--- config.mk ---
export PLATFORM = sky130hd
export DESIGN_NAME = gcd_host
export DESIGN_NICKNAME = d
export VERILOG_FILES = /design/src/rtl/gcd_host_pkg.sv /design/src/rtl/gcd_res_fifo.sv /design/src/rtl/gcd_host.sv
export SDC_FILE = /design/constraint.sdc
export NUM_CORES = 1
export LEC_CHECK = 0
export CAP_MARGIN = 10
export CORE_ASPECT_RATIO = 1.5
export CORE_MARGIN = 5
export CORE_UTILIZATION = 43
export CTS_BUF_LIST = sky130_fd_sc_hd__clkbuf_16
export DETAILED_ROUTE_END_ITERATION = 12
export PLACE_DENSITY = 0.73
export SETUP_SLACK_MARGIN = 0.02
export SYNTH_ARGS = -nofsm -noshare
export SYNTH_HDL_FRONTEND = slang
export SYNTH_SLANG_ARGS = --single-unit
--- constraint.sdc ---
create_clock -name clk -period 2.25 [get_ports clk]
set_input_delay 0.45 -clock clk [delete_from_list [all_inputs] [get_ports clk]]
set_output_delay 0.45 -clock clk [all_outputs]
set_load 0.05 [all_outputs]
--- src/rtl/gcd_host_pkg.sv ---
// gcd_host_pkg
//   Shared types for the GCD host: controller state encoding, the result
//   record carried through the response FIFO, and the default timeout.
package gcd_host_pkg;

   typedef enum logic [1:0] {
      IDLE  = 2'd0,
      ZERO  = 2'd1,
      ISSUE = 2'd2,
      WAIT  = 2'd3
   } state_e;

   typedef struct packed {
      logic [7:0] res;
      logic [3:0] tag;
      logic       err;
   } res_rec_t;

   localparam int TIMEOUT_DEFAULT = 64;

endpackage

--- src/rtl/gcd_res_fifo.sv ---
// gcd_res_fifo
//   Two-entry in-order buffer of result records.
//   Ports:
//     clk, resetb   clock, synchronous active-low reset
//     push/push_rec write one record (ignored when full)
//     pop           remove head record (ignored when empty)
//     valid         buffer holds at least one record
//     full          buffer holds two records
//     head_rec      oldest record; all-zero while empty
module gcd_res_fifo
   import gcd_host_pkg::*;
(
   input  logic     clk,
   input  logic     resetb,
   input  logic     push,
   input  res_rec_t push_rec,
   input  logic     pop,
   output logic     valid,
   output logic     full,
   output res_rec_t head_rec
);

   res_rec_t   mem_q [2];
   res_rec_t   mem_d [2];
   logic       wr_ptr_q, wr_ptr_d;
   logic       rd_ptr_q, rd_ptr_d;
   logic [1:0] cnt_q, cnt_d;
   logic       do_push, do_pop;

   assign valid = (cnt_q != 2'd0);
   assign full  = (cnt_q == 2'd2);

   // Masking the head keeps the response fields at zero whenever nothing is
   // pending, not just straight after reset.
   assign head_rec = valid ? mem_q[rd_ptr_q] : '0;

   always_comb begin
      mem_d    = mem_q;
      wr_ptr_d = wr_ptr_q;
      rd_ptr_d = rd_ptr_q;
      cnt_d    = cnt_q;
      do_push  = push && !full;
      do_pop   = pop && valid;
      if (do_push) begin
         mem_d[wr_ptr_q] = push_rec;
         wr_ptr_d        = ~wr_ptr_q;
      end
      if (do_pop) begin
         rd_ptr_d = ~rd_ptr_q;
      end
      case ({do_push, do_pop})
         2'b10:   cnt_d = cnt_q + 2'd1;
         2'b01:   cnt_d = cnt_q - 2'd1;
         default: cnt_d = cnt_q;
      endcase
   end

   always_ff @(posedge clk) begin
      if (!resetb) begin
         mem_q[0] <= '0;
         mem_q[1] <= '0;
         wr_ptr_q <= 1'b0;
         rd_ptr_q <= 1'b0;
         cnt_q    <= 2'd0;
      end else begin
         mem_q[0] <= mem_d[0];
         mem_q[1] <= mem_d[1];
         wr_ptr_q <= wr_ptr_d;
         rd_ptr_q <= rd_ptr_d;
         cnt_q    <= cnt_d;
      end
   end

endmodule

--- src/rtl/gcd_host.sv ---
// gcd_host
//   Front end for an external GCD engine. Accepts one operand request at a
//   time, short-circuits zero operands, otherwise loads the engine and waits
//   for done with a timeout, and queues results in a 2-entry FIFO.
//   Ports:
//     clk, resetb                 clock, synchronous active-low reset
//     req_valid/req_ready         request handshake; req_u, req_v, req_tag
//     gcd_ld, gcd_u, gcd_v        engine load pulse and operands
//     gcd_done, gcd_res           engine done level and result
//     rsp_valid/rsp_ready         response handshake; rsp_res, rsp_tag, rsp_err
//
//   state | meaning
//   IDLE  | waiting for a request, ready while the FIFO has room
//   ZERO  | an operand was zero, result is u|v without using the engine
//   ISSUE | one-cycle load pulse to the engine, timeout counter cleared
//   WAIT  | waiting for engine done or timeout
module gcd_host
   import gcd_host_pkg::*;
#(
   parameter int TIMEOUT = TIMEOUT_DEFAULT
) (
   input  logic       clk,
   input  logic       resetb,
   input  logic       req_valid,
   output logic       req_ready,
   input  logic [7:0] req_u,
   input  logic [7:0] req_v,
   input  logic [3:0] req_tag,
   output logic       gcd_ld,
   output logic [7:0] gcd_u,
   output logic [7:0] gcd_v,
   input  logic       gcd_done,
   input  logic [7:0] gcd_res,
   output logic       rsp_valid,
   input  logic       rsp_ready,
   output logic [7:0] rsp_res,
   output logic [3:0] rsp_tag,
   output logic       rsp_err
);

   localparam logic [7:0] WAIT_TC = 8'(TIMEOUT - 1);

   state_e     state_q, state_d;
   logic [7:0] u_q, u_d;
   logic [7:0] v_q, v_d;
   logic [3:0] tag_q, tag_d;
   logic [7:0] cnt_q, cnt_d;

   logic       push;
   res_rec_t   push_rec;
   res_rec_t   head_rec;
   logic       fifo_full;

   // Only one request is ever in flight, so room in the FIFO at accept time
   // guarantees the eventual push never finds it full.
   assign req_ready = (state_q == IDLE) && !fifo_full;

   assign gcd_u = ((state_q == ISSUE) || (state_q == WAIT)) ? u_q : 8'd0;
   assign gcd_v = ((state_q == ISSUE) || (state_q == WAIT)) ? v_q : 8'd0;

   always_comb begin
      state_d  = state_q;
      u_d      = u_q;
      v_d      = v_q;
      tag_d    = tag_q;
      cnt_d    = cnt_q;
      gcd_ld   = 1'b0;
      push     = 1'b0;
      push_rec = '0;
      case (state_q)
         IDLE: begin
            if (req_valid && req_ready) begin
               u_d     = req_u;
               v_d     = req_v;
               tag_d   = req_tag;
               state_d = ((req_u == 8'd0) || (req_v == 8'd0)) ? ZERO : ISSUE;
            end
         end
         ZERO: begin
            // gcd(0,x) = x and gcd(0,0) = 0, both equal to u|v here.
            push         = 1'b1;
            push_rec.res = u_q | v_q;
            push_rec.tag = tag_q;
            state_d      = IDLE;
         end
         ISSUE: begin
            gcd_ld  = 1'b1;
            cnt_d   = 8'd0;
            state_d = WAIT;
         end
         WAIT: begin
            push_rec.tag = tag_q;
            // done takes priority over a timeout landing in the same cycle
            if (gcd_done) begin
               push         = 1'b1;
               push_rec.res = gcd_res;
               state_d      = IDLE;
            end else if (cnt_q == WAIT_TC) begin
               push         = 1'b1;
               push_rec.err = 1'b1;
               state_d      = IDLE;
            end else begin
               cnt_d = cnt_q + 8'd1;
            end
         end
         default: state_d = IDLE;
      endcase
   end

   always_ff @(posedge clk) begin
      if (!resetb) begin
         state_q <= IDLE;
         u_q     <= 8'd0;
         v_q     <= 8'd0;
         tag_q   <= 4'd0;
         cnt_q   <= 8'd0;
      end else begin
         state_q <= state_d;
         u_q     <= u_d;
         v_q     <= v_d;
         tag_q   <= tag_d;
         cnt_q   <= cnt_d;
      end
   end

   gcd_res_fifo u_res_fifo (
      .clk      (clk),
      .resetb   (resetb),
      .push     (push),
      .push_rec (push_rec),
      .pop      (rsp_ready),
      .valid    (rsp_valid),
      .full     (fifo_full),
      .head_rec (head_rec)
   );

   assign rsp_res = head_rec.res;
   assign rsp_tag = head_rec.tag;
   assign rsp_err = head_rec.err;

endmodule

### After elaboration in Yosys (flattened, before gate mapping)

Cells that the tools add are included.
W data, S select, Z words.

| storage, ports and cells | value |
|---|---|
| word-level logic and storage cells | 79 |
| output and inout bits | 32 |
| bits of input ports | 33 |
| register bits after elaboration | 60 |

| operators by class | value |
|---|---|
| eq/ne operators | 11 |
| mux-type cells | 26 |
| add/sub/neg operators | 3 |
| reduce and logical (&&, ||, !) cells | 17 |
| bitwise gates (word level) | 5 |
| magnitude comparators | 3 |

Operator list:

| operator | number |
|---|---|
| $mux W13 | 5 |
| $mux W8 | 5 |
| $bwmux W26 | 1 |
| $pmux W12 S2 | 1 |
| $logic_not A8 Y1 | 2 |
| $pmux W8 S2 | 1 |
| $demux W13 S1 | 1 |
| $add A8 B1 Y8 const B | 1 |
| $eq A2 B2 Y1 const B | 4 |
| $eq A8 B6 Y1 const B | 1 |
| $mux W2 | 4 |
| $or A8 B8 Y8 | 1 |
| $pmux W2 S4 | 1 |
| $reduce_bool A2 Y1 | 3 |
| $logic_and A1 B1 Y1 | 5 |
| $mux W1 | 5 |
| $eq A2 B1 Y1 const B | 2 |
| $ge A2 B2 Y1 const B | 2 |
| $ne A2 B2 Y1 const B | 2 |
| $not A1 Y2 | 2 |
| $pmux W2 S2 | 1 |
| $reduce_and A2 Y1 | 2 |
| $ne A3 B2 Y1 const B | 1 |
| $reduce_and A3 Y1 | 1 |
| 9 further kinds | 11 |

### Depth between registers and ports, before layout

Gate-level depths: netlist (run 1).

| depth | value |
|---|---|
| word-level depth | 7 |
| mapped depth | 9 |
| mapped depth without buffers | 8 |

### Modules after synthesis

A second synthesis (run 1) with hierarchy kept.

| unflattened totals | value |
|---|---|
| cell total of the unflattened synthesis | 363 |
| area, all modules | 3045.4 µm² |

By module, submodules not included:

| module | seq. area each (µm²) | cells an instance | area an instance (µm²) | instances |
|---|---|---|---|---|
| gcd_host | 600.6 | 211 | 1634.1 | 1 |
| gcd_res_fifo | 600.6 | 152 | 1411.4 | 1 |

### Least setup slack after synthesis (run 1)

Ideal clock, no wire load.

| path | value |
|---|---|
| path type | flip-flop to flip-flop |
| start point | reg cnt_q[0] |
| end point | reg u_res_fifo.cnt_q[1] |
| library setup time | 0.070 ns |
| cell stages (with the launch flop) | 9 |
| slack | -0.010 ns |
| required time | 2.180 ns |
| period minus slack after synthesis | 2.260 ns |
| arrival | 2.189 ns |
| path buffers | 1 |
| cells stage by stage | dfxtp_1 -> ha_1 -> or3b_4 -> o21ai_4 -> buf_4 -> nand3_1 -> ha_1 -> or3_1 -> a21oi_1 |

| on the way | value |
|---|---|
| longest elaborated chain between the ends | 7 |
| elaborated cells on any way between the ends | 9 |
| those cells by class | eq/ne: 3; mux: 4; reduce/logical: 2 |

RTL lines:

| what | line | RTL |
|---|---|---|
| from (decl) | gcd_host.sv:47 | `logic [7:0] cnt_q, cnt_d;` |
| from (signal assigned) | gcd_host.sv:122 | `cnt_q <= cnt_d;` |
| $eq A8 B6 Y1 (*) | gcd_host.sv:98 | `end else if (cnt_q == WAIT_TC) begin` |
| $mux W1 (*) | gcd_host.sv:98 |  |
| $mux W1 (*) | gcd_host.sv:94 | `if (gcd_done) begin` |
| $pmux W1 S2 (*) | gcd_host.sv:70 | `case (state_q)` |
| $logic_and A1 B1 Y1 (*) | gcd_res_fifo.sv:42 | `do_push = push && !full;` |
| $eq A2 B1 Y1 or $eq A2 B2 Y1 (tied branches) | gcd_res_fifo.sv:51 | `case ({do_push, do_pop})` |
| $pmux W2 S2 or $reduce_bool A2 Y1 (tied branches) | -- |  |
| to (signal assigned) | gcd_res_fifo.sv:70 | `cnt_q <= cnt_d;` |
| to (decl) | gcd_res_fifo.sv:27 | `logic [1:0] cnt_q, cnt_d;` |

Mark *: on every way between the ends. The rest lies on a longest branch, timed or not.
A chain may end at the register's enable or synchronous reset.

### Worst setup path in the final report (run 1)

| path | value |
|---|---|
| start point | reg cnt_q[1] |
| end point | reg u_res_fifo.cnt_q[1] |

Same word-level chain as after synthesis.

==> flow_summary.toml, run 1 <==
[status]
status = "finished clean"

[logic_synthesis]
yosys_most_used_dff = "dfxtp_1"
synth_edf_count = 0
syn_avg_cell_area_sq_um = 8.64
yosys_warnings = 0
seq_area_frac_synth_pct = 41.2
syn_nets = 372
netlist_instances = 337
synth_area_sq_um = 2910
synth.distinct_cells = 39
yosys_register_bits = 60
async_flop_share_pct = 0

[critical_path]
reg2regPathDepth = 7
r2r-end = "u_res_fifo.cnt_q[1]"
timing.rr.start = "cnt_q[1]"
slowest_stage = "dfxtp_1"
cp-endpoint = "u_res_fifo.cnt_q[1]"
rrSetupSlack_ns = 0.15
critPathLaunch = "cnt_q[1]"
cp.required_ns = 2.50
cp.arrival_ns = 2.35
worst-path-stages = 7
critPathMaxStageDelay_ns = 0.39
critPathKind = "register to register"
cp_max_fo = 5
crit_chain = "ha_4, or3b_4, o21ai_4, nand3_1, ha_1, or3_1, a21oi_1"
cp-end-kind = "register"
start_kind = "register"
cp_num_buf_inv = 0
cp_top_family = "simple AND/OR/NAND/NOR gates"

[floorplanning]
start_util_pct = 44.6
rows = 36
core_area_sq_um = 6530
ios = 65
die_w_um = 77.2
die_h_um = 111
die-area_sq_um = 8550

[drt]
drt_wl_total_mm = 7.82
ant_nets = 0
first_pass_iters = 4
routed_via_density = 5.54
drc = 0
vias = 2654
drt_iter0_markers = 200
wire_per_inst_um = 16.3

[clock_network]
post_cts_buffers = 0
numCtsBuffers = 9
clockRootBuffer = "clkbuf_16"
cts_tree = "done"
cts_htree_levels = 3
cts_sinks = 60
clock_latency_ns = 0.32
clockBufferDepth = 2
path_clk_slew_ns = 0.05

[placement]
gp_congestion = 0.842
dpl.hpwl_mm = 5.72
place_area_sq_um = 3770
io_buffers = 64
pre_cts_slack_ns = 0.0631

[power_and_ir_drop]
power_density_nw_per_um2 = 830
total_power_mw = 3.35
p_leak_nw = 1.61
irDropWorstVdd_mv = 0.644

[timing]
finalCriticalPeriod_ns = 2.10
fin_skew_ns = 0.00462
hold_slack_ns = 0.461
setup_tns_ns = 0
setup_viol_count_final = 0
tightest_slew_ns = 0.595
finalCritPeriodShare_pct = 93.6
hold_viol_final = 0
rsz0062_at_grt = "false"
setup_ws_ns = 0.145
maxSlewViolCount = 0
timing.fmax_ghz = 0.475
slew_headroom_pct = 60.0

[global_route]
grt-ovfl-total = 0
grt_pass1_vias = 2596
grt_first_pass_wirelength_mm = 12.8
grt_max_degree = 37
grtUsageTotal_pct = 18.5
antenna_found_initial = 0

[finish]
n_antenna_cell = 0
final_area_sq_um = 4030
seqCellArea_sq_um = 1200
final_layout_size_suffix_gt1_share_pct = 15.4
fin_nets = 434
syn2layout_area_growth_pct = 38.4
multiInputGateArea_sq_um = 1590
fillers = 543

[job]
max_cap_viol_count = 0

[worst_hold_path]
hold_class = "register to register"
==> power breakdown <==
part | internal (mW) | total [mW] | switching (mW)
registers | 1.15 | 1.22 | 0.0665
clock network | 0.713 | 1.14 | 0.429
logic | 0.404 | 0.988 | 0.584
total | 2.27 | 3.35 | 1.08
==> area by class of cell <==
type | count | area share [%]
repair buffers | 76 | 21.7
well taps | 76 | 2.36
multi-input cells | 247 | 39.4
clock inverters | 6 | 0.590
flip-flops and latches | 60 | 29.8
inverters | 5 | 0.466
clock buffers | 9 | 5.59
==> worst register-to-register path, delay by kind of cell (launching register included) <==
family	cells	cell delay, ns
adder cells (fa/ha/maj)	2	0.49
AND/OR/NAND/NOR	3	0.86
AO/OA/AOI/OAI	2	0.28
flip-flops	1	0.39
==> registers in the layout, indices dropped and copies added (netlist names) <==
name and cells:
cnt_q 8, state_q 2, tag_q 4, u_q 8, u_res_fifo.cnt_q 2, u_res_fifo.mem_q 26, u_res_fifo.rd_ptr_q 1, u_res_fifo.wr_ptr_q 1
v_q 8
==> worst min-delay path by stage <==
stage                     cells past startpoint           startpoint             endpoint
after detailed placement                      2  u_res_fifo.mem_q[3]  u_res_fifo.mem_q[3]
after floorplan                               2  u_res_fifo.mem_q[1]  u_res_fifo.mem_q[1]
after global placement                        2  u_res_fifo.mem_q[3]  u_res_fifo.mem_q[3]
after global routing                          2  u_res_fifo.mem_q[3]  u_res_fifo.mem_q[3]
final                                         2  u_res_fifo.mem_q[3]  u_res_fifo.mem_q[3]
after CTS                                     2  u_res_fifo.mem_q[3]  u_res_fifo.mem_q[3]
==> cells in the mapped netlist (4+ instances only) <==
cell type / number / area share [%]
nand3_1: 19 / 3.3
o211ai_1: 18 / 4.6
and2_1: 18 / 3.9
inv_1: 5 / 0.64
o31ai_1: 17 / 4.4
nand4_1: 4 / 0.86
clkbuf_1: 15 / 1.9
dfxtp_1: 60 / 41
o21ai_0: 7 / 1.2
nor2_1: 58 / 7.5
a21oi_1: 16 / 2.7
buf_2: 5 / 0.86
mux2i_1: 38 / 13
nor4_1: 4 / 0.86
nand2_1: 11 / 1.4
or3_1: 4 / 0.86
nor2b_1: 4 / 0.86
==> timing repair <==
action,in CTS,in global routing
setup endpoints to repair,0,1
hold buffers,0,0
gates resized for setup,0,2
==> kinds of logic (layout without fill, tap and decap cells) <==
family / count (synthesis) / in the layout / synth area share, %
fa+ha+maj: 2 / 2 / 0.859
compound gates: 69 / 69 / 16.4
simple gates: 133 / 133 / 22.3
flops: 60 / 60 / 41.2
mux: 38 / 38 / 13.1
buf+inv: 30 / 96 / 4.60
xor+xnor: 5 / 5 / 1.50
==> cell usage in the layout, fill, tap and decap left out, types with 7 or more instances in the layout <==
cell type        instances
and2_1                  18
nand3_1                 19
mux2i_1                 38
o21ai_0                  7
clkdlybuf4s50_1         32
a21oi_1                 16
o211ai_1                18
nand2_1                 11
nor2_1                  58
buf_12                  18
dfxtp_1                 59
clkbuf_16                9
o31ai_1                 17
buf_4                   26
==> through the flow <==
step / cells / utilization, %
3_5_place_dp: 464 / 57.7
5_1_grt: 479 / 61.7
2_1_floorplan: 337 / -
6_report: 479 / 61.7
3_3_place_gp: 464 / 57.7
4_1_cts: 479 / 61.6
==> layer usage <==
layer,up-vias,routed length (um),GRT usage [%]
met2,63,4150,31.6
met3,14,389,4.80
met1,1247,3120,21.6
met4,0,157,7.34
li1,1330,-,-
met5,-,0,0
(Power assumes the default switching activity.)
==> run 2: changes to the inputs <==
Settings changed: CORE_UTILIZATION 43 to 40, PLACE_DENSITY 0.73 to 0.68.
==> flow_summary.toml, run 2 (synthesized netlist as in run 1, its figures left out) <==
[timing]
finalCritPeriodShare_pct = 95.1
hold_slack_ns = 0.459
slew_headroom_pct = 58.5
hold_viol_final = 0
finalCriticalPeriod_ns = 2.14
fin_skew_ns = 0.00432
maxSlewViolCount = 0
setup_ws_ns = 0.111
tightest_slew_ns = 0.616
setup_viol_count_final = 0
timing.fmax_ghz = 0.468
setup_tns_ns = 0
rsz0062_at_grt = "false"

[finish]
n_antenna_cell = 0
regMostFlops = "u_res_fifo.mem_q"
final_area_sq_um = 4120
final_cells = 504
layout_common_cells = "dfxtp_1, nor2_1, mux2i_1"
final_common_cell = "dfxtp_1"
fin_nets = 436
largest_reg_flops = 26
finish.utilization_pct = 57.4
final_layout_size_suffix_gt1_share_pct = 15.8
syn2layout_area_growth_pct = 41.5

[critical_path]
cp-end-kind = "register"
cp.required_ns = 2.50
cp.arrival_ns = 2.39
start_kind = "register"
timing.rr.start = "cnt_q[0]"
cp_max_fo = 5
critPathMaxStageDelay_ns = 0.43
slowest_stage = "dfxtp_1"
critPathLaunch = "cnt_q[0]"
crit_chain = "ha_4, or3b_4, o21ai_4, nand3_1, ha_1, or3_1, a21oi_1"
critPathKind = "register to register"

[clock_network]
clockRootBuffer = "clkbuf_16"
cts_htree_levels = 3
cts_sinks = 60
clockBufferDepth = 2
path_clk_slew_ns = 0.05
cts_tree = "done"
numCtsBuffers = 9
clock_latency_ns = 0.32

[global_route]
grt_max_degree = 38
grtUsageTotal_pct = 18.9
grt_first_pass_wirelength_mm = 13.2
grt-ovfl-total = 0
antenna_found_initial = 0
grt_pass1_vias = 2655

[drt]
drt_iter0_markers = 186
wire_per_inst_um = 15.8
drt_wl_total_mm = 7.96
drc = 0
vias = 2662
routed_via_density = 5.28
first_pass_iters = 4
ant_nets = 0

[floorplanning]
rows = 38
core_area_sq_um = 7180
die-area_sq_um = 9120
die_w_um = 79.7
ios = 65
die_h_um = 115
start_util_pct = 40.6

[power_and_ir_drop]
power_frac_comb_pct = 28.9
total_power_mw = 3.49
clockPowerShare_pct = 36.3
power_switching_share_pct = 31.3
power_density_nw_per_um2 = 845
irDropWorstVdd_mv = 0.563
p_int_mw = 2.39
p_leak_nw = 1.64
p_sw_mw = 1.09
seqPwrFrac_pct = 34.8

[status]
status = "finished clean"

[placement]
dpl.hpwl_mm = 5.69
dp_cells = 490
pre_cts_slack_ns = 0.0958
gp_congestion = 0.876
place_area_sq_um = 3840
io_buffers = 64

[job]
max_cap_viol_count = 0

[worst_hold_path]
hold_class = "register to register"
worstHoldStart = "u_res_fifo.mem_q[3]"
-- run 2: cell types whose count changed in the layout (fill, tap and decap cells not counted), sizes merged --
cell	delta
clkinv	-2
bufinv	+1
buf	+2
-- run 2: final cells by class --
| class | instances | area (sq um) |
|---|---|---|
| Fill cell | 664 | 3060 |
| Multi-Input combinational cell | 247 | 1590 |
| Sequential cell | 60 | 1200 |
| Timing Repair Buffer | 78 | 916 |
| Clock buffer | 9 | 225 |
| Tap cell | 100 | 125 |
| Clock inverter | 5 | 46.3 |
| Inverter | 5 | 18.8 |
-- run 2: what timing repair did --
item,in CTS,in global routing
setup endpoints to repair,0,1
buffers inserted,0,0
resized for setup,0,1
hold buffers,0,0
-- run 2: worst paths after layout --
path	to	slack, ns	cells after the start
max	u_res_fifo.cnt_q[1]	0.11	7
min	u_res_fifo.mem_q[3]	0.46	2
max reg2reg	u_res_fifo.cnt_q[1]	0.11	7
min reg2reg	u_res_fifo.mem_q[3]	0.46	2
-- run 2: critical path: cells and delay by family, from the launching register on --
kind	cells	cell delay (ns)
and+or+nand+nor	3	0.85
AOI/OAI and AO/OA	2	0.28
adders and majority gates	2	0.51
DFF	1	0.43
-- run 2: layer usage --
| layer | track usage (%) | share of wire, % | vias to the layer above |
|---|---|---|---|
| met4 | 10.4 | 1.9 | 0 |
| met2 | 31.6 | 51 | 61 |
| met5 | 0 | 0 | - |
| li1 | - | - | 1332 |
| met1 | 22.6 | 43 | 1259 |
| met3 | 3.46 | 4.0 | 10 |
-- run 2: power groups by stage --
stage | sequential [mW] | clock (mW) | combinational, mW
3_3_place_gp | 1.23 | 0 | 0.997
6_report | 1.21 | 1.26 | 1.01
4_1_cts | 1.21 | 1.29 | 1.02
2_1_floorplan | 1.21 | 0 | 0.655
3_5_place_dp | 1.23 | 0 | 1.01
5_1_grt | 1.22 | 1.34 | 1.10
